--- config.mk ---
export PLATFORM = sky130hd
export DESIGN_NAME = pcm_mixer
export DESIGN_NICKNAME = d
export VERILOG_FILES = /design/src/rtl/pcm_mixer_pkg.sv /design/src/rtl/pcm_mixer_sat_add.sv /design/src/rtl/pcm_mixer.sv
export SDC_FILE = /design/constraint.sdc
export NUM_CORES = 1
export LEC_CHECK = 0
export ABC_CLOCK_PERIOD_IN_PS = 6300
export CAP_MARGIN = 40
export CORE_AREA = 8 8 177 262
export DETAILED_ROUTE_END_ITERATION = 16
export DIE_AREA = 0 0 185 270
export PLACE_DENSITY_LB_ADDON = 0.12
export SYNTH_ARGS = -nofsm -noshare
export SYNTH_HDL_FRONTEND = slang
export SYNTH_SLANG_ARGS = --single-unit
--- constraint.sdc ---
create_clock -name clk -period 6.3 [get_ports clk]
set_input_delay 0.945 -clock clk [delete_from_list [all_inputs] [get_ports clk]]
set_output_delay 0.945 -clock clk [all_outputs]
set_load 0.03 [all_outputs]
--- src/rtl/pcm_mixer_pkg.sv ---
// Shared audio constants for the PCM/Sound Blaster mixer: default widths,
// SB idle timeout, mute code, SB midpoint and a saturating counter helper.
package pcm_mixer_pkg;

    localparam int PCM_W          = 24;
    localparam int SB_TIMEOUT_DEF = 4800;

    localparam logic [2:0] ATT_MUTE = 3'd7;
    localparam logic [7:0] SB_MID   = 8'd128;

    // Adds 0..2 events to a 16-bit counter, sticking at all-ones.
    function automatic logic [15:0] sat_add16(input logic [15:0] value, input logic [1:0] inc);
        logic [16:0] sum;
        sum = {1'b0, value} + 17'(inc);
        return sum[16] ? 16'hFFFF : sum[15:0];
    endfunction

endpackage

--- src/rtl/pcm_mixer_sat_add.sv ---
// One mixer channel: attenuate the FIFO and SB terms (stage 2), then add
// them W+1 bits wide and clamp to the signed W-bit range (stage 3).
module pcm_sat_add
    import pcm_mixer_pkg::*;
#(
    parameter int W = PCM_W
) (
    input  logic                clk,
    input  logic                rst_n,
    input  logic                load_scale,
    input  logic                load_sum,
    input  logic signed [W-1:0] fifo_term,
    input  logic signed [W-1:0] sb_term,
    input  logic        [2:0]   att_fifo,
    input  logic        [2:0]   att_sb,
    output logic signed [W-1:0] sample,
    output logic                clip
);

    logic signed [W-1:0] fifo_scaled;
    logic signed [W-1:0] sb_scaled;
    logic        [W:0]   sum;
    logic                over;
    logic                under;
    logic        [W-1:0] clamped;

    always_ff @(posedge clk or negedge rst_n) begin
        if (!rst_n) begin
            fifo_scaled <= '0;
            sb_scaled   <= '0;
        end else if (load_scale) begin
            if (att_fifo == ATT_MUTE) fifo_scaled <= '0;
            else                      fifo_scaled <= fifo_term >>> att_fifo;
            if (att_sb == ATT_MUTE)   sb_scaled   <= '0;
            else                      sb_scaled   <= sb_term >>> att_sb;
        end
    end

    // Overflow shows up as the extra sign bit disagreeing with bit W-1.
    assign sum   = {fifo_scaled[W-1], fifo_scaled} + {sb_scaled[W-1], sb_scaled};
    assign over  = ~sum[W] &  sum[W-1];
    assign under =  sum[W] & ~sum[W-1];

    always_comb begin
        clamped = sum[W-1:0];
        if (over)       clamped = {1'b0, {(W-1){1'b1}}};
        else if (under) clamped = {1'b1, {(W-1){1'b0}}};
    end

    always_ff @(posedge clk or negedge rst_n) begin
        if (!rst_n) begin
            sample <= '0;
            clip   <= 1'b0;
        end else if (load_sum) begin
            sample <= clamped;
            clip   <= over | under;
        end else begin
            clip   <= 1'b0;
        end
    end

endmodule

--- src/rtl/pcm_mixer.sv ---
// Mixes the audio FIFO stream with the 8-bit Sound Blaster DMA sample into
// a saturated stereo frame, three cycles after each encoder sample request.
module pcm_mixer
    import pcm_mixer_pkg::*;
#(
    parameter int SB_TIMEOUT = SB_TIMEOUT_DEF,
    parameter int W          = PCM_W
) (
    input  logic                clk,
    input  logic                rst_n,
    input  logic                sample_req,
    input  logic signed [W-1:0] fifo_l,
    input  logic signed [W-1:0] fifo_r,
    input  logic        [7:0]   fifo_used,
    output logic                fifo_rdreq,
    input  logic        [7:0]   sb_pcm,
    input  logic                sb_strobe,
    input  logic        [2:0]   att_fifo,
    input  logic        [2:0]   att_sb,
    output logic signed [W-1:0] sample_l,
    output logic signed [W-1:0] sample_r,
    output logic                sample_valid,
    output logic        [15:0]  underrun_cnt,
    output logic        [15:0]  clip_cnt,
    output logic                sb_active
);

    localparam int IDLE_W = $clog2(SB_TIMEOUT + 1);

    logic                run;
    logic                accept;
    logic                fifo_has;
    logic [IDLE_W-1:0]   idle_cnt;
    logic [7:0]          sb_centered;
    logic signed [W-1:0] sb_term;
    logic                s1_valid;
    logic                s2_valid;
    logic                s3_valid;
    logic signed [W-1:0] s1_fifo_l;
    logic signed [W-1:0] s1_fifo_r;
    logic signed [W-1:0] s1_sb;
    logic                clip_l;
    logic                clip_r;

    // Requests are ignored until the first clock edge after reset release.
    always_ff @(posedge clk or negedge rst_n) begin
        if (!rst_n) run <= 1'b0;
        else        run <= 1'b1;
    end

    assign fifo_has   = fifo_used != 8'd0;
    assign accept     = sample_req & run;
    assign fifo_rdreq = accept & fifo_has;
    assign sb_active  = idle_cnt < IDLE_W'(SB_TIMEOUT);

    // Subtracting the midpoint mod 256 leaves the two's-complement byte,
    // which becomes the top bits of the W-bit term.
    assign sb_centered = sb_pcm - SB_MID;
    assign sb_term     = (sb_strobe | sb_active) ? {sb_centered, {(W-8){1'b0}}} : '0;

    always_ff @(posedge clk or negedge rst_n) begin
        if (!rst_n) begin
            s1_valid  <= 1'b0;
            s2_valid  <= 1'b0;
            s3_valid  <= 1'b0;
            s1_fifo_l <= '0;
            s1_fifo_r <= '0;
            s1_sb     <= '0;
        end else begin
            s1_valid <= accept;
            s2_valid <= s1_valid;
            s3_valid <= s2_valid;
            if (accept) begin
                s1_fifo_l <= fifo_has ? fifo_l : '0;
                s1_fifo_r <= fifo_has ? fifo_r : '0;
                s1_sb     <= sb_term;
            end
        end
    end

    assign sample_valid = s3_valid;

    always_ff @(posedge clk or negedge rst_n) begin
        if (!rst_n) begin
            idle_cnt <= IDLE_W'(SB_TIMEOUT);
        end else if (sb_strobe) begin
            idle_cnt <= '0;
        end else if (accept && sb_active) begin
            idle_cnt <= idle_cnt + IDLE_W'(1);
        end
    end

    always_ff @(posedge clk or negedge rst_n) begin
        if (!rst_n) begin
            underrun_cnt <= '0;
            clip_cnt     <= '0;
        end else begin
            underrun_cnt <= sat_add16(underrun_cnt, {1'b0, accept & ~fifo_has});
            clip_cnt     <= sat_add16(clip_cnt, {1'b0, clip_l} + {1'b0, clip_r});
        end
    end

    pcm_sat_add #(.W(W)) u_left (
        .clk        (clk),
        .rst_n      (rst_n),
        .load_scale (s1_valid),
        .load_sum   (s2_valid),
        .fifo_term  (s1_fifo_l),
        .sb_term    (s1_sb),
        .att_fifo   (att_fifo),
        .att_sb     (att_sb),
        .sample     (sample_l),
        .clip       (clip_l)
    );

    pcm_sat_add #(.W(W)) u_right (
        .clk        (clk),
        .rst_n      (rst_n),
        .load_scale (s1_valid),
        .load_sum   (s2_valid),
        .fifo_term  (s1_fifo_r),
        .sb_term    (s1_sb),
        .att_fifo   (att_fifo),
        .att_sb     (att_sb),
        .sample     (sample_r),
        .clip       (clip_r)
    );

endmodule

# Yosys cells after proc, flatten, opt, wreduce, memory -nomap -nowiden
# Cells that the tools add are included.
[totals] register_bits=243 word_cells=64
[op_classes] add_sub_neg=7 magnitude_cmp=1 n_eq_ne=2 n_shift=3 mux=16 bitwise=15 n_reduce_logical=3
[ops] operator="2-to-1 mux 24 bit" count=10
[ops] operator=">>> shifter 24 x 3 -> 24 bit" count=3
[ops] operator="adder 24 x 24 -> 25 bit" count=2
[ops] operator="2-to-1 mux 16 bit" count=2
[ops] operator="2-to-1 mux 13 bit" count=2
[ops] operator="adder 16 x 1 -> 17 bit" count=1
[ops] operator="adder 16 x 2 -> 17 bit" count=1
[ops] operator="adder 13 x 1 -> 13 bit (second input constant)" count=1
[ops] operator="less-than comparator 13 bit (second input constant)" count=1
[ops] operator="nonzero test 8 bit" count=1
[ops] operator="subtractor 8 bit (second input constant)" count=1
[ops] operator="bitwise AND 1 bit" count=7
[ops] operator="equality test 3 bit (second input constant)" count=2
[ops] operator="inverter 1 bit" count=5
[ops] operator="bitwise OR 1 bit" count=3
[ops] operator="adder 1 x 1 -> 2 bit" count=1
[ops] operator="2-to-1 mux 1 bit" count=2
[ops] operator="nonzero test 2 bit" count=1
[ops] operator="logical AND 1 bit" count=1

# Depth between registers and ports, before layout
[depth] word_depth=5 mapped_depth=15

# By module
# Synthesis repeated with hierarchy kept, for this count alone.
[unflattened] hier_cells=1623 area_unflattened_um2=15587.4
[modules_own_cells] module="pcm_sat_add at u_left" instances=1 cells_per_inst=644 area_per_inst_um2=5689.2
[modules_own_cells] module="pcm_sat_add at u_right" instances=1 cells_per_inst=597 area_per_inst_um2=5529.1
[modules_own_cells] module="pcm_mixer" instances=1 cells_per_inst=382 area_per_inst_um2=4369.2

# Worst setup path before layout
# OpenSTA, ideal clock, no wires.
[synth_path] path_type="register to register" from="reg u_right.sb_scaled[9]" to="reg u_right.sample[17]" setup_time_ps=69 arrival_ps=2899 t_required_ps=6231 slack_ps=3331 stages_incl_launch_ff=15 period_less_slack_ps=2969 path_cell_list="dfrtp_1 -> ha_1 -> inv_1 -> fa_1 -> nand2b_1 -> a21oi_1 -> or2_1 -> a221o_1 -> a21oi_2 -> o31a_1 -> xor2_1 -> ha_1 -> or3_1 -> mux2_2 -> nand3_1"
[synth_via] elab_chain_cells=5 elab_cells_between_ends=7 classes_between="add/sub (1); mux (2); bitwise (4)"
[synth_lines] element="start, declared" line_no="pcm_mixer_sat_add.sv:21" source="logic signed [W-1:0] sb_scaled;"
[synth_lines] element="start signal, assigned" line_no="pcm_mixer_sat_add.sv:35" source="else sb_scaled <= sb_term >>> att_sb;"
[synth_lines] element="adder 24 x 24 -> 25 bit *" line_no="pcm_mixer_sat_add.sv:40" source="assign sum = {fifo_scaled[W-1], fifo_scaled} + {sb_scaled[W-1], sb_scaled};"
[synth_lines] element="inverter 1 bit" line_no="pcm_mixer_sat_add.sv:42" source="assign under = sum[W] & ~sum[W-1];"
[synth_lines] element="bitwise AND 1 bit" line_no="pcm_mixer_sat_add.sv:42"
[synth_lines] element="2-to-1 mux 24 bit" line_no="pcm_mixer_sat_add.sv:47" source="else if (under) clamped = {1'b1, {(W-1){1'b0}}};"
[synth_lines] element="2-to-1 mux 24 bit *" line_no="pcm_mixer_sat_add.sv:46" source="if (over) clamped = {1'b0, {(W-1){1'b1}}};"
[synth_lines] element="end signal, assigned" line_no="pcm_mixer_sat_add.sv:55" source="sample <= clamped;"
[synth_lines] element="end, declared" line_no="pcm_mixer_sat_add.sv:16" source="output logic signed [W-1:0] sample,"
# Mark *: on every way between the ends. The rest lies on a longest branch, timed or not.
# A chain may end at the register's enable or synchronous reset.

# Worst setup path in the final report
[layout_path] from="in sample_req" to="out fifo_rdreq"
[layout_via] elab_chain_cells=2
[layout_lines] element="start, declared" line_no="pcm_mixer.sv:11" source="input logic sample_req,"
[layout_lines] element="bitwise AND 1 bit" line_no="pcm_mixer.sv:52" source="assign accept = sample_req & run;"
[layout_lines] element="bitwise AND 1 bit" line_no="pcm_mixer.sv:53" source="assign fifo_rdreq = accept & fifo_has;"
[layout_lines] element="end, declared" line_no="pcm_mixer.sv:15" source="output logic fifo_rdreq,"
# Every way passes these cells.

==> results.txt <==
Total Die Area -> 50000 um^2
H-tree Lvls -> 1
most common cell in the synthesized netlist -> dfrtp_1
# resized after CTS -> 0
Startpoint Class -> input port
via count -> 9028
#FFs+latches synth -> 218
critical path type -> input port to output port
largest net degree at the start of global routing -> 103
fin nets -> 1422
Ports -> 157
Syn Area/Cell -> 9.97 um^2
grt ovf -> 0
largest cells by area after synthesis -> dfrtp_1, mux2i_1, a21oi_1, ha_1, a22o_1
max-cap viol count -> 0
Final period util -> 63.3%
capture point of the critical path -> fifo_rdreq
synth warn -> 0
CP startpoint -> sample_req
Post-synth EDFFs -> 0
Core Area -> 42600 um^2
Max Fclk -> 251 MHz
max incr delay on CP -> 0.78 ns
status -> finished, final reports clean
RSZ-0062 raised after global routing -> false
sequential area share after synthesis -> 46.5%
CTS Buffer Depth -> 3
drt wl/cell -> 18.0 um
layout cells sized above 1 -> 7.86%
Crit. End Element -> output port
n_diodes -> 0
First DRT Iteration DRCs -> 450
WL final -> 34100 um
Post-synth ARST share -> 100%
Reg power frac -> 36.0%
fin crit period -> 3.99 ns
root buffer cell -> clkbuf_16
HP Class -> input port to async pin
Crit path depth -> 5
CP Data Required Time -> 5.35 ns
Synth area leader -> dfrtp_1
CTS buffer count -> 25
Port Buffers -> 156
post-synth cell types -> 65
top post-synthesis cells by count -> dfrtp_1, a21oi_1, nand2_1, nor2_1, inv_1
first-pass GRT wire length -> 54600 um
Slew @ Worst Pin -> 0.855 ns
clk_skew -> 0.0159 ns
combinational share of power -> 36.7%
reg2reg path depth -> 13
Psw -> 1970 uW
Worst path slowest cell -> clkdlybuf4s50_1
Setup Buffers After CTS -> 0
vias in the first global route -> 9531
Placer Congestion -> 0.775
antenna violations before repair -> 0
Final setup viols -> 0
clock sink total -> 218
DRC -> 0
worst r2r src -> u_right.sb_scaled[9]
clock slew at reported path FFs -> 0.05 ns
area grow syn2layout -> 24.8%
Net Sw Frac -> 37.0%
leakage -> 0.00648 uW
cells after synthesis -> 1178
DR vias/cell -> 4.77
Crit path max-delay family -> buffers and inverters
Power Density -> 363 nW/um^2
Die Span Y -> 270 um
post-synth top area share -> 45.6%
Max IR drop VDD -> 0.000158 V
setup TNS -> 0 ns
WP data arrival -> 3.04 ns
Max-slew headroom -> 42.8%
Initial Utilization -> 27.6%
most frequent CP cell -> clkdlybuf4s50_1
CP cell instances -> clkdlybuf4s50_1, nand2_2, a21oi_4, buf_4, clkdlybuf4s50_1
worst skew pair latency -> 0.53 ns
Pint -> 3360 uW
post-synthesis net count -> 1295
clock power share -> 27.3%
Final HPWL DP -> 25700 um
CP max FO -> 49
max-slew violations -> 0
Mapped Area -> 11700 um^2
reg-to-reg slack, setup -> 2.74 ns
row count -> 93
Post-CTS Hold Fix Bufs -> 0
1st-pass router iterations -> 4
CP bufs+invs -> 3
Die W -> 185 um
Fin. Hold Viols -> 0
Final Core Density -> 34.4%
Worst R2R End -> u_right.sample[22]
Post-DRT Antenna Nets -> 0
CTS tree -> yes
Total GRT Usage -> 13.6%
Most used DFF post-synth -> dfrtp_1
-- layer usage --
metal / track usage [%] / wire length (um)
met1: 16.6 / 14800
met2: 23.3 / 16600
met3: 2.72 / 1720
met4: 4.71 / 1030
met5: 0 / 0
-- final cells by class --
type	count	area, um^2
Tap cell	570	713
Clock buffer	40	752
Multi-Input combinational cell	809	5710
Fill cell	4450	27900
Sequential cell	218	5460
Inverter	84	315
Timing Repair Buffer	167	1650
Clock inverter	5	57.6
-- layout by cell type, fill, tap and decap left out, drive strengths merged, types with 17 or more instances in the layout --
cell type and instances:
nand3 20, clkbuf 40, ha 40, a21oi 110, o21ai 20, clkdlybuf4s50 153, mux2i 56, and3 22
a211oi 17, dfrtp 214, xor2 30, o22ai 49, a31oi 20, xnor2 21, a22o 53, inv 82
nor2 94, nand2 94
-- power groups by stage --
stage	clock network, uW	logic [uW]	registers [uW]
finish	1450	1960	1920
global route	1570	2150	1960
CTS	1510	1990	1930
detailed placement	0	1980	1950
global placement	0	1970	1950
floorplan	0	944	2190
-- metrics by stage --
step	power [uW]	cell area [um^2]	setup slack (ns)	std cells	hold WS (ns)
floorplan	3130	11700	3.33	1178	0.352
global placement	3920	13800	2.27	1847	0.486
detailed placement	3930	13800	2.27	1848	0.492
CTS	5430	14700	2.26	1893	0.460
global route	5680	14700	2.19	1893	0.476
finish	5330	14700	2.31	1893	0.416
-- kinds of logic after synthesis --
| group | share of synthesized area, % |
|---|---|
| xor+xnor | 3.80 |
| compound gates | 19.4 |
| other cells | 0.0319 |
| buf+inv | 5.04 |
| fa+ha+maj | 4.77 |
| simple gates | 11.6 |
| flops | 46.5 |
| mux | 8.90 |
-- registers in the layout (all words and copies together), names as in the netlist --
signal	flops
u_right.fifo_scaled	24
underrun_cnt	16
s1_fifo_r	24
run	1
u_left.fifo_scaled	24
sample_valid	1
u_right.sample	24
idle_cnt	13
s2_valid	1
s1_valid	1
u_right.clip	1
u_left.clip	1
clip_cnt	16
s1_fifo_l	24
s1_sb	8
u_right.sb_scaled	15
u_left.sample	24
-- worst min path at each step --
stage,from,endpoint,slack [ns],cells past startpoint
after floorplan,s1_valid,s2_valid,0.35,0
after global placement,s1_fifo_r[0],s1_fifo_r[0],0.49,1
after detailed placement,s1_fifo_r[0],s1_fifo_r[0],0.49,1
after CTS,rst_n,idle_cnt[1],0.46,1
after global routing,rst_n,idle_cnt[1],0.48,1
final,rst_n,idle_cnt[4],0.42,1
-- worst register-to-register path, cell delays in order (launching register included) --
cell and delay (ns):
dfrtp_1 0.38, ha_1 0.17, inv_1 0.05, fa_1 0.37, nand2b_1 0.19, a21oi_1 0.17, or2_1 0.19, a221o_1 0.24
a21oi_2 0.09, o31a_1 0.29, xnor2_1 0.16, ha_1 0.60, nand2_1 0.33, o311ai_0 0.20
Note: power is estimated with default switching activity, not from simulation.
